File: config.mk
export PLATFORM = sky130hd
export DESIGN_NAME = bit_timer
export DESIGN_NICKNAME = d
export VERILOG_FILES = /design/src/rtl/bit_timer.sv
export SDC_FILE = /design/constraint.sdc
export NUM_CORES = 1
export LEC_CHECK = 0
export CORE_MARGIN = 5
export CORE_UTILIZATION = 60
export CTS_CLUSTER_SIZE = 14
export DETAILED_ROUTE_END_ITERATION = 6
export PLACE_DENSITY = 0.9
export SETUP_SLACK_MARGIN = 0.3
export SKIP_LAST_GASP = 1
export SLEW_MARGIN = 10
export SYNTH_ARGS = -nofsm -noshare
export SYNTH_HDL_FRONTEND = slang
export SYNTH_SLANG_ARGS = --single-unit
File: constraint.sdc
create_clock -name clock -period 6 [get_ports clock]
set_input_delay 0.6 -clock clock [delete_from_list [all_inputs] [get_ports clock]]
set_output_delay 0.6 -clock clock [all_outputs]
set_load 0.01 [all_outputs]
File: src/rtl/bit_timer.sv
// Programmable bit timer: divides the clock into ticks and counts n_ticks of them per run.
// Optional midpoint pulse enabled by defining BIT_TIMER_MID_EN.
module bit_timer #(
  parameter int DIV_W = 16,
  parameter int CNT_W = 4
) (
  input  logic             clock,
  input  logic             nreset,
  input  logic             start,
  input  logic             abort,
  input  logic [DIV_W-1:0] divisor,
  input  logic [CNT_W-1:0] n_ticks,
  output logic             busy,
  output logic             tick,
  output logic             mid,
  output logic [CNT_W-1:0] tick_count,
  output logic             done
);

  typedef enum logic {
    IDLE = 1'b0,
    RUN  = 1'b1
  } state_t;

  state_t           state;
  logic [DIV_W-1:0] div_l;
  logic [DIV_W-1:0] pre;
  logic [CNT_W-1:0] n_l;
  logic             zero_done;

  logic [DIV_W-1:0] div_last;
  logic [CNT_W-1:0] n_last;
  logic             last_tick;

  assign div_last  = div_l - DIV_W'(1);
  assign n_last    = n_l - CNT_W'(1);
  assign busy      = (state == RUN);
  assign tick      = busy && (pre == div_last);
  assign last_tick = tick && (tick_count == n_last);
  // A zero-length run reports completion from IDLE one cycle after its start.
  assign done      = (last_tick && !abort) || zero_done;

`ifdef BIT_TIMER_MID_EN
  assign mid = busy && (pre == (div_last >> 1));
`else
  assign mid = 1'b0;
`endif

  // Run-control state machine with prescaler and tick counter.
  always_ff @(posedge clock or negedge nreset) begin
    if (!nreset) begin
      state      <= IDLE;
      div_l      <= DIV_W'(1);
      n_l        <= {CNT_W{1'b0}};
      pre        <= {DIV_W{1'b0}};
      tick_count <= {CNT_W{1'b0}};
      zero_done  <= 1'b0;
    end else begin
      case (state)
        IDLE: begin
          zero_done <= 1'b0;
          if (start && !abort) begin
            div_l      <= (divisor == {DIV_W{1'b0}}) ? DIV_W'(1) : divisor;
            n_l        <= n_ticks;
            pre        <= {DIV_W{1'b0}};
            tick_count <= {CNT_W{1'b0}};
            if (n_ticks == {CNT_W{1'b0}}) begin
              zero_done <= 1'b1;
              state     <= IDLE;
            end else begin
              state <= RUN;
            end
          end else begin
            state <= IDLE;
          end
        end
        RUN: begin
          zero_done <= 1'b0;
          if (abort || last_tick) begin
            state      <= IDLE;
            pre        <= {DIV_W{1'b0}};
            tick_count <= {CNT_W{1'b0}};
          end else if (tick) begin
            state      <= RUN;
            pre        <= {DIV_W{1'b0}};
            tick_count <= tick_count + CNT_W'(1);
          end else begin
            state <= RUN;
            pre   <= pre + DIV_W'(1);
          end
        end
        default: begin
          state      <= IDLE;
          pre        <= {DIV_W{1'b0}};
          tick_count <= {CNT_W{1'b0}};
          zero_done  <= 1'b0;
        end
      endcase
    end
  end

endmodule

# Word level (Yosys, flattened, before mapping)
# Cells that the tools add are included.
[totals]
reg_bits = 42
wordCells = 42
output_inout_bits = 8
inputBits = 24
[op_classes]
bitwise_logic = 1
n_reduce_logical = 11
add_sub_neg = 4
eq_ne = 4
muxes = 16
[ops]
columns = ["cell", "n"]
rows = [
  ["$mux W16", 4],
  ["$pmux W16 S2", 1],
  ["$add A16 B1 Y16 const B", 1],
  ["$eq A16 B16 Y1", 1],
  ["$logic_not A16 Y1", 1],
  ["$sub A16 B1 Y16 const B", 1],
  ["$mux W4", 3],
  ["$pmux W4 S2", 1],
  ["$mux W1", 5],
  ["$add A4 B1 Y4 const B", 1],
  ["$eq A4 B4 Y1", 1],
  ["$logic_and A1 B1 Y1", 4],
  ["$logic_not A4 Y1", 1],
  ["$pmux W1 S2", 2],
  ["$reduce_and A2 Y1", 2],
  ["$sub A4 B1 Y4 const B", 1],
  ["$ne A3 B2 Y1 const B", 1],
  ["$logic_or A1 B1 Y1", 2],
  ["$ne A2 B2 Y1 const B", 1],
  ["$logic_not A1 Y1", 1],
  ["$not A1 Y1", 1],
]

# Logic depth before layout (Yosys ltp)
# Gate-level depths: netlist (run 1).
[depth]
ltp_word = 7
mapped_depth = 10
mapped_depth_nobuf = 9

# Worst setup path before layout (run 1)
# No wires, ideal clock.
[synth_path]
path_kind = "reg2out"
from = "reg div_l[0]"
to = "out done"
arrival_time_ns = 2.295
setup_slack_ns = 3.105
path_buffers = 0
path_stages_with_launch = 9
required_ns = 5.400
cell_sequence = "dfstp_2 -> inv_1 -> ha_1 -> xnor2_1 -> or4_1 -> nor4_1 -> nand4_1 -> nor2_1 -> a31o_2"
[synth_between]
elab_chain_len = 6
[synth_rtl]
columns = ["element", "line_no", "source"]
rows = [
  ["from (decl)", "26", "logic [DIV_W-1:0] div_l;"],
  ["from (signal assigned)", "63", "div_l <= (divisor == {DIV_W{1'b0}}) ? DIV_W'(1) : divisor;"],
  ["$sub A16 B1 Y16", "35", "assign div_last = div_l - DIV_W'(1);"],
  ["$eq A16 B16 Y1", "38", "assign tick = busy && (pre == div_last);"],
  ["$logic_and A1 B1 Y1", "38", ""],
  ["$logic_and A1 B1 Y1", "39", "assign last_tick = tick && (tick_count == n_last);"],
  ["$logic_and A1 B1 Y1", "41", "assign done = (last_tick && !abort) || zero_done;"],
  ["$logic_or A1 B1 Y1", "41", ""],
  ["to (decl)", "17", "output logic done"],
]
# Every way passes these cells.

# Worst setup path in the final report (run 1)
[layout_path]
from = "reg div_l[1]"
to = "out done"
# The elaborated chain is that of the path after synthesis.

==> run metrics, run 1 <==
status completed; layout cells sized above 1 0.0960; number of flops mapped to enable cells by yosys 0; sw power around 430 uW; Routed WL around 5800 um; RSZ-0062 raised after global routing false; post-CTS setup buffers 0; DIE AREA approximately 5800 um^2; placed cell count 346; #FFs+latches synth between 40 and 50; Area Growth Syn to Fin 15.1%; Setup TNS 0 ns; most used flip-flop cell after synthesis dfrtp_1; first-pass detailed-route iteration total 4; clock sink count 42; Post-Synthesis Cells 274; post-synth top area share 0.394; clock skew ~0.0074 ns; Pint 659 uW; HP Class in -> async; CTS-repair resized insts 0; DP Area approximately 2900 um^2; leading area contributor after synthesis dfrtp_1; initial antenna violation count 0; Post-Synth Simple-Gate Area 0.209; Worst EP arrival approximately 3.5 ns; Via density around 6; # port buffers 30; Final Cycle Share 0.689; global routing's busiest layer met2; Peak Freq 242 MHz; wire length of the first global-routing pass 9680 um; PD cells roughly 360 nW/um^2; WS Path Type reg -> out; Core Rows 24; endpoints failing hold 0; drt first-iter violations ~170; Rel. slew slack 0.273; CP endpoint kind output pin; Worst-path clk slew 0.07 ns; most frequent cell after synthesis dfrtp_1; detailed-route DRC error count 0; Clk pwr share 0.157; maximum vdd drop approximately 0.00024 V; WP data required between 5 and 6 ns; crit start category flip-flop; H-tree Lvls 2; Mapped Area 2600 um^2; Overflow after GRT 0; Flop pwr share 0.439; Final WS setup about 1.9 ns; chip height roughly 76 um; fin util 0.698; reg2reg setup slack 2.89 ns; Initial Util 0.606; Ys Warns 0; area share of fa/ha/maj cells after synthesis 0.0192; Tot Pwr 1.09 mW; GR Util All Layers 0.220; I/O pin count 32; Net Sw Frac 0.396; # hold bufs at CTS 0; Max Root-Sink Buffers 2; nets between 300 and 400; Final setup violation count 0; die width between 70 and 80 um; final cell count without fillers between 300 and 400; CTS tree done; CTS root buf clkbuf_8; largest net degree at the start of global routing 43; Hold WS roughly 0.44 ns; Final Wtd Congestion between 0.8 and 0.9; Leak about 1.1 nW; DR vias between 2000 and 2500; vias in the first global route 2159; total CTS buffers 5; met1 usage 0.267; Netlist cell types a little under 50; Worst Tran Pin Value approximately 1.1 ns; # diodes 0; post-synthesis xor/xnor area fraction 0.128; min cycle time layout 4.13 ns; # Max-Cap Violations 0; DP HPWL 4380 um; Core Region about 4300 um^2; post-route ant nets 0; worst skew pair latency a little under 0.3 ns; Slew Viols, Final 0; combinational power share 0.404; asr flop ratio synth 1.00; WL/cell roughly 16 um; synth cell count leaders dfrtp_1 (41), xnor2_1 (25), a21oi_1 (19), nand2_1 (19), mux2_2 (14); largest family of logic cells by synthesized area simple AND/OR/NAND/NOR gates; grt met2 use 0.380; compound-gate portion of the synthesized area 0.141; mux share of post-synthesis cell area 0.0644; worst slack at placement around 2.2 ns; Mapped Avg Cell Area ~9.5 um^2; Synth area leaders dfrtp_1 (39%), xnor2_1 (8.4%), mux2_2 (6.1%); post-route cell area 3000 um^2; sequential cell area fraction in the yosys report 0.404; worst-path maximum fanout 10; met3 usage 0.0475; Syn Nets a little over 300
placed cells by master (no fill, tap or decap), types with 2 or more instances in the layout:
master           instances
a211o_1                  2
a21oi_1                 19
a31o_2                   2
a31oi_1                  3
a32oi_1                  2
and2_1                   2
and3_1                   3
clkbuf_1                 3
clkbuf_8                 5
clkdlybuf4s50_1         29
dfrtp_1                 41
ha_1                     4
inv_1                   10
mux2_2                  14
nand2_1                 19
nand2b_1                 4
nand3_1                 11
nand4_1                  8
nor2_1                  12
nor2b_1                  8
nor3_1                   8
nor3b_1                  3
nor4_1                   9
o211ai_1                 3
o21ai_0                 12
o311ai_0                 2
or3_1                    2
or4_1                    3
xnor2_1                 25
xor2_1                  13
state kept, by name (all words and copies together), names as in the netlist:
signal,count
n_l,4
busy,1
div_l,16
tick_count,4
pre,16
zero_done,1
power by group through the flow:
stage | combinational [mW] | sequential (mW) | clock (mW)
2_1_floorplan | 0.365 | 0.437 | 0
6_report | 0.441 | 0.479 | 0.171
5_1_grt | 0.487 | 0.491 | 0.192
3_5_place_dp | 0.439 | 0.481 | 0
3_3_place_gp | 0.420 | 0.474 | 0
4_1_cts | 0.441 | 0.476 | 0.179
layout make-up:
class / count / area, um^2
Clock buffer: 8 / 80.1
Fill cell: 349 / 1300
Inverter: 10 / 37.5
Multi-Input combinational cell: 212 / 1470
Sequential cell: 42 / 1050
Tap cell: 52 / 65.1
Timing Repair Buffer: 30 / 295
worst paths after layout:
path,from,end,depth (start not counted)
worst max-delay path,div_l[1]$_DFFE_PN0P_,done,10
max in group asynchronous,nreset,pre[6]$_DFFE_PN0P_,1
min in group clock,n_l[3]$_DFFE_PN0P_,n_l[3]$_DFFE_PN0P_,1
worst min register to register,n_l[3]$_DFFE_PN0P_,n_l[3]$_DFFE_PN0P_,1
worst max register to register,div_l[1]$_DFFE_PN0P_,tick_count[0]$_DFFE_PN0P_,9
worst min-delay path,nreset,n_l[1]$_DFFE_PN0P_,1
cells by family (layout without fill, tap and decap cells):
group / Yosys count / in the layout
fa+ha+maj: 4 / 4
simple gates: 99 / 99
mux: 15 / 15
buf+inv: 20 / 48
compound gates: 55 / 55
other cells: 1 / 1
xor+xnor: 38 / 38
flops: 42 / 42
routing by layer:
layer / vias to the layer above / share of wire
met4: 0 / 0.020
met1: 1038 / 0.42
met5: - / 0
met2: 65 / 0.51
met3: 16 / 0.049
li1: 1047 / -
critical path, cell delays in order (launching register included):
cell and delay (ns):
dfrtp_1 0.42, inv_1 0.09, ha_1 0.23, nor4b_2 0.70, nand2_1 0.15, xnor2_1 0.17
nor4_1 0.29, nand4_1 0.28, nor2_1 0.20, a31o_2 0.17, clkdlybuf4s50_1 0.54
Note: power is estimated with default switching activity, not from simulation.
==> run 2: changes to the inputs <==
--- a/config.mk
+++ b/config.mk
@@ -6,10 +6,10 @@
 export NUM_CORES = 1
 export LEC_CHECK = 0
 export CORE_MARGIN = 5
-export CORE_UTILIZATION = 60
+export CORE_UTILIZATION = 56
 export CTS_CLUSTER_SIZE = 14
 export DETAILED_ROUTE_END_ITERATION = 6
-export PLACE_DENSITY = 0.9
+export PLACE_DENSITY = 0.85
 export SETUP_SLACK_MARGIN = 0.3
 export SKIP_LAST_GASP = 1
 export SLEW_MARGIN = 10
==> constraint.sdc (replaced) <==
create_clock -name clock -period 4.3 [get_ports clock]
set_input_delay 0.43 -clock clock [delete_from_list [all_inputs] [get_ports clock]]
set_output_delay 0.43 -clock clock [all_outputs]
set_load 0.01 [all_outputs]
==> run 2 against run 1 <==
  * Global-route usage down 1.9 points
  * Sequential power grew 40%
  * Critical path type unchanged
  * Sequential share of layout area down 0.23 points
  * Largest cell class unchanged
  * Cell count stayed put
==> run metrics, run 2 (synthesis results as in run 1) <==
status completed; total CTS buffers 5; Via density about 6; Area Growth Syn to Fin 15.9%; Worst-path clk slew about 0.080 ns; Final WS setup roughly 0.52 ns; Worst Tran Pin Value ~1.1 ns; DR vias about 2200; commonest non-fill, non-tap cell in the layout dfrtp_1; Net Sw Frac 0.395; largest registers div_l x16, pre x16; PD cells about 510 nW/um^2; # diodes 0; maximum vdd drop around 0.00033 V; H-tree Lvls 2; CTS root buf clkbuf_8; detailed-route DRC error count 0; worst-path maximum fanout 6; die width 78.2 um; worst slack at placement 0.706 ns; HP Class in -> async; met3 usage 0.0389; Max Root-Sink Buffers 2; clock sink count 42; Flop pwr share 0.433; wire length of the first global-routing pass 9900 um; grt met2 use 0.343; Slew Viols, Final 0; post-CTS setup buffers 0; drt first-iter violations roughly 150; WP data required approximately 3.9 ns; nets 329; CP endpoint kind output pin; Worst EP arrival between 3 and 4 ns; Core Region between 4000 and 5000 um^2; endpoints failing hold 0; Routed WL between 5000 and 6000 um; Initial Util 0.586; WL/cell 16.1 um; min cycle time layout 3.78 ns; combinational power share 0.396; DP HPWL ~4300 um; Pint around 940 uW; WS Path Type reg -> out; clock skew around 0.0026 ns; initial antenna violation count 0; # Max-Cap Violations 0; GR Util All Layers 0.201; Peak Freq around 260 MHz; CTS tree done; Final Cycle Share 0.878; first-pass detailed-route iteration total 4; most frequent cells in the layout dfrtp_1 (41), clkdlybuf4s50_1 (29), xnor2_1 (25); largest net degree at the start of global routing 43; layout cells sized above 1 0.103; RSZ-0062 raised after global routing false; vias in the first global route roughly 2200; Overflow after GRT 0; Leak around 1.1 nW; global routing's busiest layer met2; chip height a little under 80 um; sw power between 600 and 700 uW; met1 usage 0.248; # port buffers 30; Core Rows 24; worst skew pair latency 0.30 ns; post-route ant nets 0; Clk pwr share 0.171; DP Area slightly below 3000 um^2; DIE AREA between 6000 and 7000 um^2; Tot Pwr roughly 1.5 mW; Rel. slew slack 0.273; crit start category flip-flop; Setup TNS 0 ns; Final Wtd Congestion 0.864; I/O pin count 32; post-route cell area a little over 3000 um^2; Final setup violation count 0
-- run 2: repair_timing --
item | CTS | global route
endpoints found under the setup margin | 0 | 2
resized for setup | 0 | 1
hold buffers | 0 | 0
-- run 2: final timing paths --
kind | from | to | slack [ns] | cells past startpoint
min in group clock | div_l[0]$_DFFE_PN1P_ | div_l[0]$_DFFE_PN1P_ | 0.54 | 2
max in group asynchronous | nreset | busy$_DFF_PN0_ | 3.46 | 1
min | nreset | n_l[3]$_DFFE_PN0P_ | 0.25 | 1
max reg2reg | div_l[0]$_DFFE_PN1P_ | tick_count[0]$_DFFE_PN0P_ | 1.37 | 8
min reg2reg | div_l[0]$_DFFE_PN1P_ | div_l[0]$_DFFE_PN1P_ | 0.54 | 2
max | div_l[0]$_DFFE_PN1P_ | done | 0.52 | 9
-- run 2: worst max-delay path, cell delays in order (launching register included) --
cell             delay, ns
dfstp_2               0.59
inv_1                 0.06
ha_1                  0.32
xnor2_1               0.13
or4_1                 0.54
nor4_1                0.25
nand4_1               0.25
nor2_1                0.21
a31o_2                0.17
clkdlybuf4s50_1       0.53
-- run 2: cell type report --
| class | count | area (um^2) |
|---|---|---|
| Multi-Input combinational cell | 212 | 1480 |
| Fill cell | 373 | 1430 |
| Sequential cell | 42 | 1050 |
| Timing Repair Buffer | 30 | 295 |
| Clock buffer | 7 | 86.3 |
| Tap cell | 52 | 65.1 |
| Inverter | 10 | 37.5 |
| Clock inverter | 1 | 5.00 |
-- run 2: through the flow --
stage | util | cells | hold slack, ns
floorplan | - | 274 | 0.134
global placement | 0.657 | 346 | 0.530
detailed placement | 0.657 | 346 | 0.530
CTS | 0.677 | 354 | 0.292
global route | 0.679 | 354 | 0.342
finish | 0.679 | 354 | 0.249
-- run 2: power groups by stage --
stage	sequential [mW]	clock, mW	combinational (mW)
5_1_grt	0.690	0.287	0.682
6_report	0.669	0.264	0.613
3_3_place_gp	0.662	0	0.588
4_1_cts	0.662	0.268	0.608
2_1_floorplan	0.610	0	0.509
3_5_place_dp	0.669	0	0.603
-- run 2: routing by layer --
| metal | vias up | share of wire |
|---|---|---|
| li1 | 1051 | - |
| met1 | 1034 | 0.45 |
| met2 | 56 | 0.49 |
| met3 | 13 | 0.043 |
| met4 | 0 | 0.023 |
| met5 | - | 0 |
==> run 3: changes to the inputs <==
--- a/config.mk
+++ b/config.mk
@@ -5,6 +5,7 @@
 export SDC_FILE = /design/constraint.sdc
 export NUM_CORES = 1
 export LEC_CHECK = 0
+export CAP_MARGIN = 40
 export CORE_MARGIN = 5
 export CORE_UTILIZATION = 56
 export CTS_CLUSTER_SIZE = 14
==> run 3 against run 2 <==
  * Clock-buffer cell count unchanged
  * Die area unchanged
  * Sequential cell count unchanged
  * Total power increased by 1.6%
  * Via count increased by 2.4%
  * Sequential power about the same
  * Worst setup slack got worse by 0.047 ns
  * Register-to-register slack got worse by 0.03 ns
  * Non-clock buffer count increased by 2
  * Largest power group unchanged
  * Highest routed layer unchanged
==> run metrics, run 3 (synthesis results as in run 1) <==
Max Root-Sink Buffers 2; status completed; largest registers div_l x16, pre x16; fin util 0.690; Area Growth Syn to Fin 17.7%; PD cells 513 nW/um^2; HP Class in -> async; crit start category flip-flop; metal3 WL around 260 um; WS Path Type reg -> out; largest net degree at the start of global routing 26; H-tree Lvls 2; Core Rows 24; I/O pin count 32; commonest non-fill, non-tap cell in the layout dfrtp_1; DP HPWL 4450 um; nets 331; WP data required about 3.9 ns; endpoints failing hold 0; # diodes 0; Fillers 347; metal2 WL 2910 um; wire length of the first global-routing pass between 10000 and 15000 um; Overflow after GRT 0; Core Region 4440 um^2; CP endpoint kind output pin; GR Util All Layers 0.205; Final Wtd Congestion ~0.86; maximum vdd drop roughly 0.00035 V; # Max-Cap Violations 0; Slew Viols, Final 0; Worst-path clk slew approximately 0.080 ns; layout cells sized above 1 0.112; Worst Tran Pin Value 0.789 ns; Worst EP arrival between 3 and 4 ns; Via density approximately 6.2; clock skew 0.00251 ns; initial antenna violation count 0; CTS tree done; chip height roughly 78 um; worst-path maximum fanout 6; M1 WL between 2000 and 3000 um; drt first-iter violations about 180; RSZ-0062 raised after global routing false; DR top layer met4; min cycle time layout approximately 3.8 ns; WL/cell roughly 17 um; Setup TNS 0 ns; most frequent cells in the layout dfrtp_1 (41), clkdlybuf4s50_1 (29), xnor2_1 (25); total CTS buffers 5; Final setup violation count 0; DR vias about 2200; DIE AREA roughly 6100 um^2; clock sink count 42; Routed WL just under 6000 um; vias in the first global route between 2000 and 2500; Leak ~1.2 nW; post-route ant nets 0; # port buffers 30; CTS root buf clkbuf_8; first-pass detailed-route iteration total 5; die width 78.2 um; Final Cycle Share 0.889; worst skew pair latency approximately 0.30 ns; # hold bufs at CTS 0; Peak Freq between 200 and 300 MHz; Initial Util 0.586; detailed-route DRC error count 0; Rel. slew slack 0.469
-- run 3: what timing repair did --
action                     in CTS  in global routing
setup endpoints to repair       0                  2
setup buffers                   0                  0
resized for setup               0                  2
-- run 3: metrics by stage --
step	instances	setup WS, ns	total power, mW	hold slack [ns]	area, um^2
floorplan	274	1.58	1.12	0.134	2600
global placement	346	0.852	1.25	0.530	2920
detailed placement	348	0.711	1.29	0.406	2960
CTS	356	0.380	1.55	0.0837	3050
global route	356	0.352	1.68	0.103	3070
finish	356	0.478	1.57	0.0669	3070
-- run 3: power by group --
group	leakage, nW	internal, mW	switching (mW)
Sequential	0.541	0.505	0.167
Combinational	0.572	0.308	0.326
Clock	0.0482	0.130	0.137
-- run 3: critical path: stages (launching register included) --
cell	delay, ns
dfstp_2	0.58
inv_1	0.07
ha_1	0.31
xnor2_1	0.12
or4_1	0.55
nor4_1	0.25
nand4_1	0.26
nor2_1	0.24
a31o_2	0.17
clkdlybuf4s50_1	0.52
-- run 3: final timing paths --
check	startpoint	to	slack [ns]	depth (start not counted)
min	nreset	zero_done$_DFF_PN0_	0.07	1
min reg2reg	div_l[0]$_DFFE_PN1P_	div_l[0]$_DFFE_PN1P_	0.54	2
max	div_l[0]$_DFFE_PN1P_	done	0.48	9
min in group clock	div_l[0]$_DFFE_PN1P_	div_l[0]$_DFFE_PN1P_	0.54	2
max reg2reg	div_l[0]$_DFFE_PN1P_	tick_count[0]$_DFFE_PN0P_	1.34	8
max in group asynchronous	nreset	div_l[0]$_DFFE_PN1P_	3.69	2
-- run 3: routing by layer --
| metal | track usage | vias to the layer above |
|---|---|---|
| met5 | 0 | - |
| met4 | 0.101 | 0 |
| met3 | 0.0400 | 17 |
| met2 | 0.349 | 67 |
| met1 | 0.249 | 1069 |
| li1 | - | 1052 |
-- run 3: layout make-up --
class / count / area [um^2] / area share
timing repair buffer: 32 / 338 / 0.110
sequential: 42 / 1050 / 0.343
inverter: 10 / 37.5 / 0.0122
multi-input combinational: 212 / 1480 / 0.483
clock buffer: 7 / 86.3 / 0.0282
tap: 52 / 65.1 / 0.0212
clock inverter: 1 / 5.00 / 0.00163
